--- src/rtl/trig_arbiter_if.sv ---
// trig_arbiter_if: request/control inputs and fire/status outputs of trig_arbiter.
interface trig_arbiter_if #(
    parameter int NCH = 16
);
    // There is no valid/ready handshake on this bus. req is a level that is
    // sampled on every clk_adc edge. All outputs are registered status that
    // changes on that same edge. The master drives the controls and the slave
    // (the arbiter) drives the status.
    logic [NCH-1:0] req;
    logic [NCH-1:0] chan_mask;
    logic           enable;
    logic [31:0]    randnum;
    logic [31:0]    prescale;
    logic           clear_counts;
    logic [NCH-1:0] fire_out;
    logic           busy;
    logic [3:0]     grant_id;
    logic [31:0]    accepted_cnt;
    logic [31:0]    vetoed_cnt;
    logic [31:0]    lost_cnt;
    logic [1:0]     fsm_state;

    modport master (
        output req, chan_mask, enable, randnum, prescale, clear_counts,
        input  fire_out, busy, grant_id, accepted_cnt, vetoed_cnt, lost_cnt, fsm_state
    );

    modport slave (
        input  req, chan_mask, enable, randnum, prescale, clear_counts,
        output fire_out, busy, grant_id, accepted_cnt, vetoed_cnt, lost_cnt, fsm_state
    );
endinterface

--- src/rtl/trig_arbiter.sv ---
// trig_arbiter: round-robin trigger arbiter with prescale veto, a fixed-length
// fire pulse, a deadtime, and saturating event counters. NCH must be 2..16.
module trig_arbiter #(
    parameter int NCH      = 16,
    parameter int FIRE_LEN = 16,
    parameter int DEAD_LEN = 50
) (
    input  logic          clk_adc,
    input  logic          nrst,
    trig_arbiter_if.slave bus
);
    localparam logic [1:0]     S_IDLE    = 2'd0;
    localparam logic [1:0]     S_FIRE    = 2'd1;
    localparam logic [1:0]     S_DEAD    = 2'd2;
    localparam logic [31:0]    CNT_MAX   = 32'hFFFF_FFFF;
    localparam logic [7:0]     FIRE_LEN8 = 8'(FIRE_LEN);
    localparam logic [7:0]     DEAD_LEN8 = 8'(DEAD_LEN);
    localparam logic [NCH-1:0] ONE_HOT0  = {{(NCH-1){1'b0}}, 1'b1};

    logic [1:0]     state_q, state_d;
    logic [7:0]     tmr_q, tmr_d;
    logic [3:0]     last_grant_q, last_grant_d;
    logic [3:0]     grant_id_q, grant_id_d;
    logic [NCH-1:0] fire_out_q, fire_out_d;
    logic [NCH-1:0] req_prev_q;
    logic           busy_q;
    logic [31:0]    acc_cnt_q, acc_cnt_d;
    logic [31:0]    veto_cnt_q, veto_cnt_d;
    logic [31:0]    lost_cnt_q, lost_cnt_d;

    logic [NCH-1:0] eligible;
    logic [NCH-1:0] req_rise;
    logic [3:0]     winner;
    logic           grant;
    logic           pass;
    logic           acc_inc, veto_inc, lost_inc;

    function automatic logic [31:0] cnt_next(input logic [31:0] cnt, input logic inc,
                                             input logic clr);
        if (clr) return '0;
        if (inc && (cnt != CNT_MAX)) return cnt + 32'd1;
        return cnt;
    endfunction

    assign eligible = bus.req & bus.chan_mask;
    assign req_rise = bus.req & ~req_prev_q & bus.chan_mask;
    assign grant    = (state_q == S_IDLE) && bus.enable && (|eligible);
    assign pass     = (bus.randnum <= bus.prescale);
    assign lost_inc = (state_q != S_IDLE) && (|req_rise);

    // Round-robin search: find the first eligible channel at or after last_grant+1, wrapping around
    always_comb begin
        logic       found;
        logic [4:0] sum;
        found  = 1'b0;
        winner = '0;
        sum    = '0;
        for (int i = 0; i < NCH; i++) begin
            sum = {1'b0, last_grant_q} + 5'(i) + 5'd1;
            if (sum >= 5'(NCH)) sum = sum - 5'(NCH);
            if (!found && eligible[sum[3:0]]) begin
                found  = 1'b1;
                winner = sum[3:0];
            end
        end
    end

    // Control FSM: IDLE grants, FIRE holds the pulse, DEAD enforces the deadtime
    always_comb begin
        state_d      = state_q;
        tmr_d        = tmr_q;
        last_grant_d = last_grant_q;
        grant_id_d   = grant_id_q;
        fire_out_d   = fire_out_q;
        acc_inc      = 1'b0;
        veto_inc     = 1'b0;
        case (state_q)
            S_IDLE: begin
                if (grant) begin
                    last_grant_d = winner;
                    grant_id_d   = winner;
                    if (pass) begin
                        state_d    = S_FIRE;
                        tmr_d      = FIRE_LEN8;
                        fire_out_d = ONE_HOT0 << winner;
                        acc_inc    = 1'b1;
                    end else begin
                        state_d  = S_DEAD;
                        tmr_d    = DEAD_LEN8;
                        veto_inc = 1'b1;
                    end
                end
            end
            S_FIRE: begin
                if (tmr_q <= 8'd1) begin
                    state_d    = S_DEAD;
                    tmr_d      = DEAD_LEN8;
                    fire_out_d = '0;
                end else begin
                    tmr_d = tmr_q - 8'd1;
                end
            end
            S_DEAD: begin
                if (tmr_q <= 8'd1) begin
                    state_d = S_IDLE;
                    tmr_d   = '0;
                end else begin
                    tmr_d = tmr_q - 8'd1;
                end
            end
            default: begin
                state_d    = S_IDLE;
                tmr_d      = '0;
                fire_out_d = '0;
            end
        endcase
    end

    // Saturating counters; a clear wins over an increment in the same cycle
    always_comb begin
        acc_cnt_d  = cnt_next(acc_cnt_q, acc_inc, bus.clear_counts);
        veto_cnt_d = cnt_next(veto_cnt_q, veto_inc, bus.clear_counts);
        lost_cnt_d = cnt_next(lost_cnt_q, lost_inc, bus.clear_counts);
    end

    // State and output registers; reset drops fire_out asynchronously
    always_ff @(posedge clk_adc or negedge nrst) begin
        if (!nrst) begin
            state_q      <= S_IDLE;
            tmr_q        <= '0;
            last_grant_q <= 4'(NCH - 1);
            grant_id_q   <= '0;
            fire_out_q   <= '0;
            req_prev_q   <= '0;
            busy_q       <= 1'b0;
            acc_cnt_q    <= '0;
            veto_cnt_q   <= '0;
            lost_cnt_q   <= '0;
        end else begin
            state_q      <= state_d;
            tmr_q        <= tmr_d;
            last_grant_q <= last_grant_d;
            grant_id_q   <= grant_id_d;
            fire_out_q   <= fire_out_d;
            req_prev_q   <= bus.req;
            busy_q       <= (state_d != S_IDLE);
            acc_cnt_q    <= acc_cnt_d;
            veto_cnt_q   <= veto_cnt_d;
            lost_cnt_q   <= lost_cnt_d;
        end
    end

    assign bus.fire_out     = fire_out_q;
    assign bus.busy         = busy_q;
    assign bus.grant_id     = grant_id_q;
    assign bus.accepted_cnt = acc_cnt_q;
    assign bus.vetoed_cnt   = veto_cnt_q;
    assign bus.lost_cnt     = lost_cnt_q;
    assign bus.fsm_state    = state_q;
endmodule

--- src/flat_wrapper.sv ---
// flat-port wrapper written by rule: the top's interface ports become plain ports
module trig_arbiter_flat 
#(
    parameter int NCH      = 16,
    parameter int FIRE_LEN = 16,
    parameter int DEAD_LEN = 50
)
  (clk_adc, nrst, bus_req, bus_chan_mask, bus_enable, bus_randnum, bus_prescale, bus_clear_counts, bus_fire_out, bus_busy, bus_grant_id, bus_accepted_cnt, bus_vetoed_cnt, bus_lost_cnt, bus_fsm_state);
  trig_arbiter_if #(.NCH(NCH)) bus_i ();
  input  logic clk_adc;
  input  logic nrst;
  input wire logic [$bits(bus_i.req)-1:0] bus_req;
  input wire logic [$bits(bus_i.chan_mask)-1:0] bus_chan_mask;
  input wire logic [$bits(bus_i.enable)-1:0] bus_enable;
  input wire logic [$bits(bus_i.randnum)-1:0] bus_randnum;
  input wire logic [$bits(bus_i.prescale)-1:0] bus_prescale;
  input wire logic [$bits(bus_i.clear_counts)-1:0] bus_clear_counts;
  output wire logic [$bits(bus_i.fire_out)-1:0] bus_fire_out;
  output wire logic [$bits(bus_i.busy)-1:0] bus_busy;
  output wire logic [$bits(bus_i.grant_id)-1:0] bus_grant_id;
  output wire logic [$bits(bus_i.accepted_cnt)-1:0] bus_accepted_cnt;
  output wire logic [$bits(bus_i.vetoed_cnt)-1:0] bus_vetoed_cnt;
  output wire logic [$bits(bus_i.lost_cnt)-1:0] bus_lost_cnt;
  output wire logic [$bits(bus_i.fsm_state)-1:0] bus_fsm_state;
  assign bus_i.req = bus_req;
  assign bus_i.chan_mask = bus_chan_mask;
  assign bus_i.enable = bus_enable;
  assign bus_i.randnum = bus_randnum;
  assign bus_i.prescale = bus_prescale;
  assign bus_i.clear_counts = bus_clear_counts;
  assign bus_fire_out = bus_i.fire_out;
  assign bus_busy = bus_i.busy;
  assign bus_grant_id = bus_i.grant_id;
  assign bus_accepted_cnt = bus_i.accepted_cnt;
  assign bus_vetoed_cnt = bus_i.vetoed_cnt;
  assign bus_lost_cnt = bus_i.lost_cnt;
  assign bus_fsm_state = bus_i.fsm_state;
  trig_arbiter #(.NCH(NCH), .FIRE_LEN(FIRE_LEN), .DEAD_LEN(DEAD_LEN)) u_core (.clk_adc(clk_adc), .nrst(nrst), .bus(bus_i));
endmodule
--- config.mk ---
export PLATFORM = sky130hd
export DESIGN_NAME = trig_arbiter_flat
export DESIGN_NICKNAME = d
export VERILOG_FILES = /design/src/rtl/trig_arbiter_if.sv /design/src/rtl/trig_arbiter.sv /design/src/flat_wrapper.sv
export SDC_FILE = /design/constraint.sdc
export NUM_CORES = 1
export LEC_CHECK = 0
export CORE_AREA = 2 2 137 273
export CTS_CLUSTER_SIZE = 8
export DETAILED_ROUTE_END_ITERATION = 6
export DIE_AREA = 0 0 139 275
export GPL_TIMING_DRIVEN = 0
export PLACE_DENSITY = 0.55
export SETUP_SLACK_MARGIN = 0.2
export SYNTH_ARGS = -nofsm -noshare
export SYNTH_HDL_FRONTEND = slang
export SYNTH_SLANG_ARGS = --single-unit
export TNS_END_PERCENT = 1
--- constraint.sdc ---
create_clock -name clk_adc -period 10 [get_ports clk_adc]
set_input_delay 2.5 -clock clk_adc [delete_from_list [all_inputs] [get_ports clk_adc]]
set_output_delay 2.5 -clock clk_adc [all_outputs]
set_load 0.01 [all_outputs]
==> flow_summary.toml <==
[route]
ant_nets = 0
routed-via-count = 10400
drt_iter0_drc = 834
wire_per_inst_um = 18.7
routed_wl_mm = 36.3
via_per_inst = 5.33
drc = 0
drt-pass1-iter-count = 5

[outcome]
status = "finished, final reports clean"

[worst_setup_path]
cp-start-kind = "primary input"
crit_buf_inv = 3
crit_top_cell = "a21o_1"
crit_slowest_cell = "a21oi_1"
worst_path_largest_cell_delay_ns = 0.87
critical_path.top_delay_family = "compound AO/OA/AOI/OAI gates"
crit_required_ns = 10.32
path_class = "in2reg"
crit_chain = "clkdlybuf4s50_1, inv_1, ha_1, a21o_1, a21o_1, a21o_1, a21o_1, a21oi_1, o22ai_1, or4b_1, a21oi_1, nor2_1, clkbuf_1, a22o_1"
cp-end-kind = "register"
arrival_ns = 6.82
path_max_fanout = 10

[clocking]
clk_pin_slew_ns = 0.06
cts_tree = "yes"
cts-root-buf = "clkbuf_16"
clock_path_buffers = 2
htreeDepth = 4
post-cts-setup-buffer-count = 0
clock_latency_ns = 0.44
cts_made_buffers = 17
cts-resized-gates = 0
numClockSinks = 147
cts_hold_buf = 0

[global_route]
grt.busiest_layer = "met2"
grt_pass1_wl_mm = 57.9
grt_pass1_vias = 10100
grt_max_degree = 93
antenna_found_initial = 1
met2_usage = 0.292
met1_usage = 0.262
grt.total_usage = 0.190
use_met3 = 0.0440
grt.overflow.total = 0

[final_layout]
fillers = 3729
layout_commonest_cell = "clkdlybuf4s50_1"
antenna_cells = 0
drive_gt1_frac = 0.0770
final_cell_mix = "216 x clkdlybuf4s50_1, 147 x nor2_1, 143 x dfrtp_1, 117 x nand2_1, 66 x nand3_1"
final_design_area_no_fill_um2 = 14100
nets = 1625
area_growth_pct = 31.5

[pwr]
ir_worst_vdd_uv = 150
power_frac_comb = 0.643
p_sw_mw = 1.89
leakage_nw = 5.72
intPower_mw = 1.98
switching_share = 0.488
pwr-share-seq = 0.187
p_clk_frac = 0.170
power.density_nw_per_um2 = 275

[placed_design]
post_dp_cell_area_um2 = 13500
port_buffers = 217
gp_congestion = 0.919
hpwlAfterDp_mm = 28.0

[synth]
synth.avg_cell_area_um2 = 8.60
synthesis.area_um2 = 10700
synth.distinct_cells = 84
synth_nets = 1388
synth-seq-cells = 147
async_flop_share = 1.00
synth_ff_type = "dfrtp_1"
ys_seq_area_frac = 0.344
syn_inst = 1244
synth_edf_count = 0
yosysWarnings = 0

[floorplan]
ios = 219
dieWidth_um = 139
core_um2 = 36200
die_h_um = 275
start_util = 0.296
fp.dieArea_um2 = 38200
rows = 99

[sta]
period_minus_slack_ns = 6.50
clock.fmax_ghz = 0.154
finalCritPeriodShare = 0.650
setup_violations = 0
drv_slew = 0
skew_ns = 0.0145
fin_tns_setup_ns = 0
rsz0062_at_grt = "false"
max_slew_margin = 0.266
worstMarginPinSlew_ns = 1.10
final-hold-violation-count = 0

[run]
maxCapViolCount = 0

[hold_path]
hp-class = "reg2reg"
layout make-up:
type                            instances  area (um^2)  share of cell area
Buffer                                 54          240              0.0171
Clock buffer                           20          457              0.0325
Clock inverter                         12          141              0.0100
Inverter                               66          248              0.0176
Multi-Input combinational cell        977         6530               0.464
Sequential cell                       147         3680               0.262
Tap cell                              454          568              0.0404
Timing Repair Buffer                  218         2200               0.156
power groups by stage:
stage                     Clock (mW)  Combinational (mW)  Sequential [mW]
after floorplan                    0                1.70            0.738
after global placement             0                2.44            0.735
after detailed placement           0                2.44            0.732
after CTS                      0.675                2.45            0.723
after global routing           0.702                2.71            0.732
final                          0.657                2.49            0.724
worst paths after layout:
kind / slack, ns / depth (start not counted) / end / startpoint
max in group asynchronous: 7.11 / 2 / u_core.req_prev_q[6] / nrst
min in group asynchronous: 2.03 / 1 / u_core.bus.lost_cnt[25] / nrst
worst max-delay path: 3.50 / 14 / u_core.bus.fire_out[13] / bus_prescale[9]
worst min-delay path: 0.49 / 1 / u_core.bus.grant_id[2] / u_core.bus.grant_id[2]
worst min register to register: 0.49 / 1 / u_core.bus.grant_id[2] / u_core.bus.grant_id[2]
worst max register to register: 4.25 / 14 / u_core.bus.fire_out[13] / u_core.last_grant_q[1]
cells by family after synthesis:
family / count (synthesis) / share of synthesized area
adder cells (fa/ha/maj): 44 / 0.0514
buffers and inverters: 120 / 0.0456
AO/OA/AOI/OAI: 221 / 0.139
AND/OR/NAND/NOR: 578 / 0.278
multiplexers: 46 / 0.0694
flip-flops: 147 / 0.344
XOR/XNOR: 88 / 0.0727
per-stage QoR:
stage | hold slack, ns | std cells | power, mW | util | setup WS (ns)
after CTS | 0.487 | 1948 | 3.85 | 0.389 | 3.51
after global placement | 0.461 | 1915 | 3.17 | 0.372 | 0.0893
after global routing | 0.502 | 1948 | 4.15 | 0.389 | 3.17
after detailed placement | 0.469 | 1916 | 3.17 | 0.372 | 3.04
final | 0.487 | 1948 | 3.87 | 0.389 | 3.50
after floorplan | 0.516 | 1244 | 2.44 | - | 4.49
state kept, by name, summed over array words and instances, names as in the netlist:
signal,count
u_core.bus.accepted_cnt,32
u_core.bus.vetoed_cnt,32
u_core.tmr_q,8
u_core.last_grant_q,4
u_core.bus.busy,1
u_core.bus.fsm_state,2
u_core.bus.grant_id,4
u_core.req_prev_q,16
u_core.bus.lost_cnt,32
u_core.bus.fire_out,16
cell usage after synthesis (all sizes together) (4+ instances only):
master  instances  area (um^2)
a31oi           5         31.3
o31ai          14          105
and3           30          188
mux2i          13          143
nor2          147          552
inv            65          244
nand2         117          439
nand3b         14          113
o21a            7         52.6
dfrtp         143         3580
o21ai          39          199
a22o            9         78.8
dfstp           4          105
or2            10         62.6
clkbuf         39          146
o211ai          7         57.6
ha             44          551
nor4           25          163
o221ai          4         35.0
and4           11         96.3
a21oi          55          275
buf            15         93.8
nor3           24          130
xor2           37          324
mux4           20          450
nand2b          9         56.3
mux2           13          150
a21o           21          159
o22ai          20          125
a221oi          5         50.0
nand4          58          363
xnor2          51          454
or4             8         60.1
nor2b          10         62.6
and2           20          125
nand3          67          340
or3            19          119
layer usage:
layer	vias to the layer above	wire, um
met5	-	16
met4	2	1120
met3	68	2660
met2	437	16000
met1	4865	16500
li1	5015	-
Power figures use the tool's default switching activity.
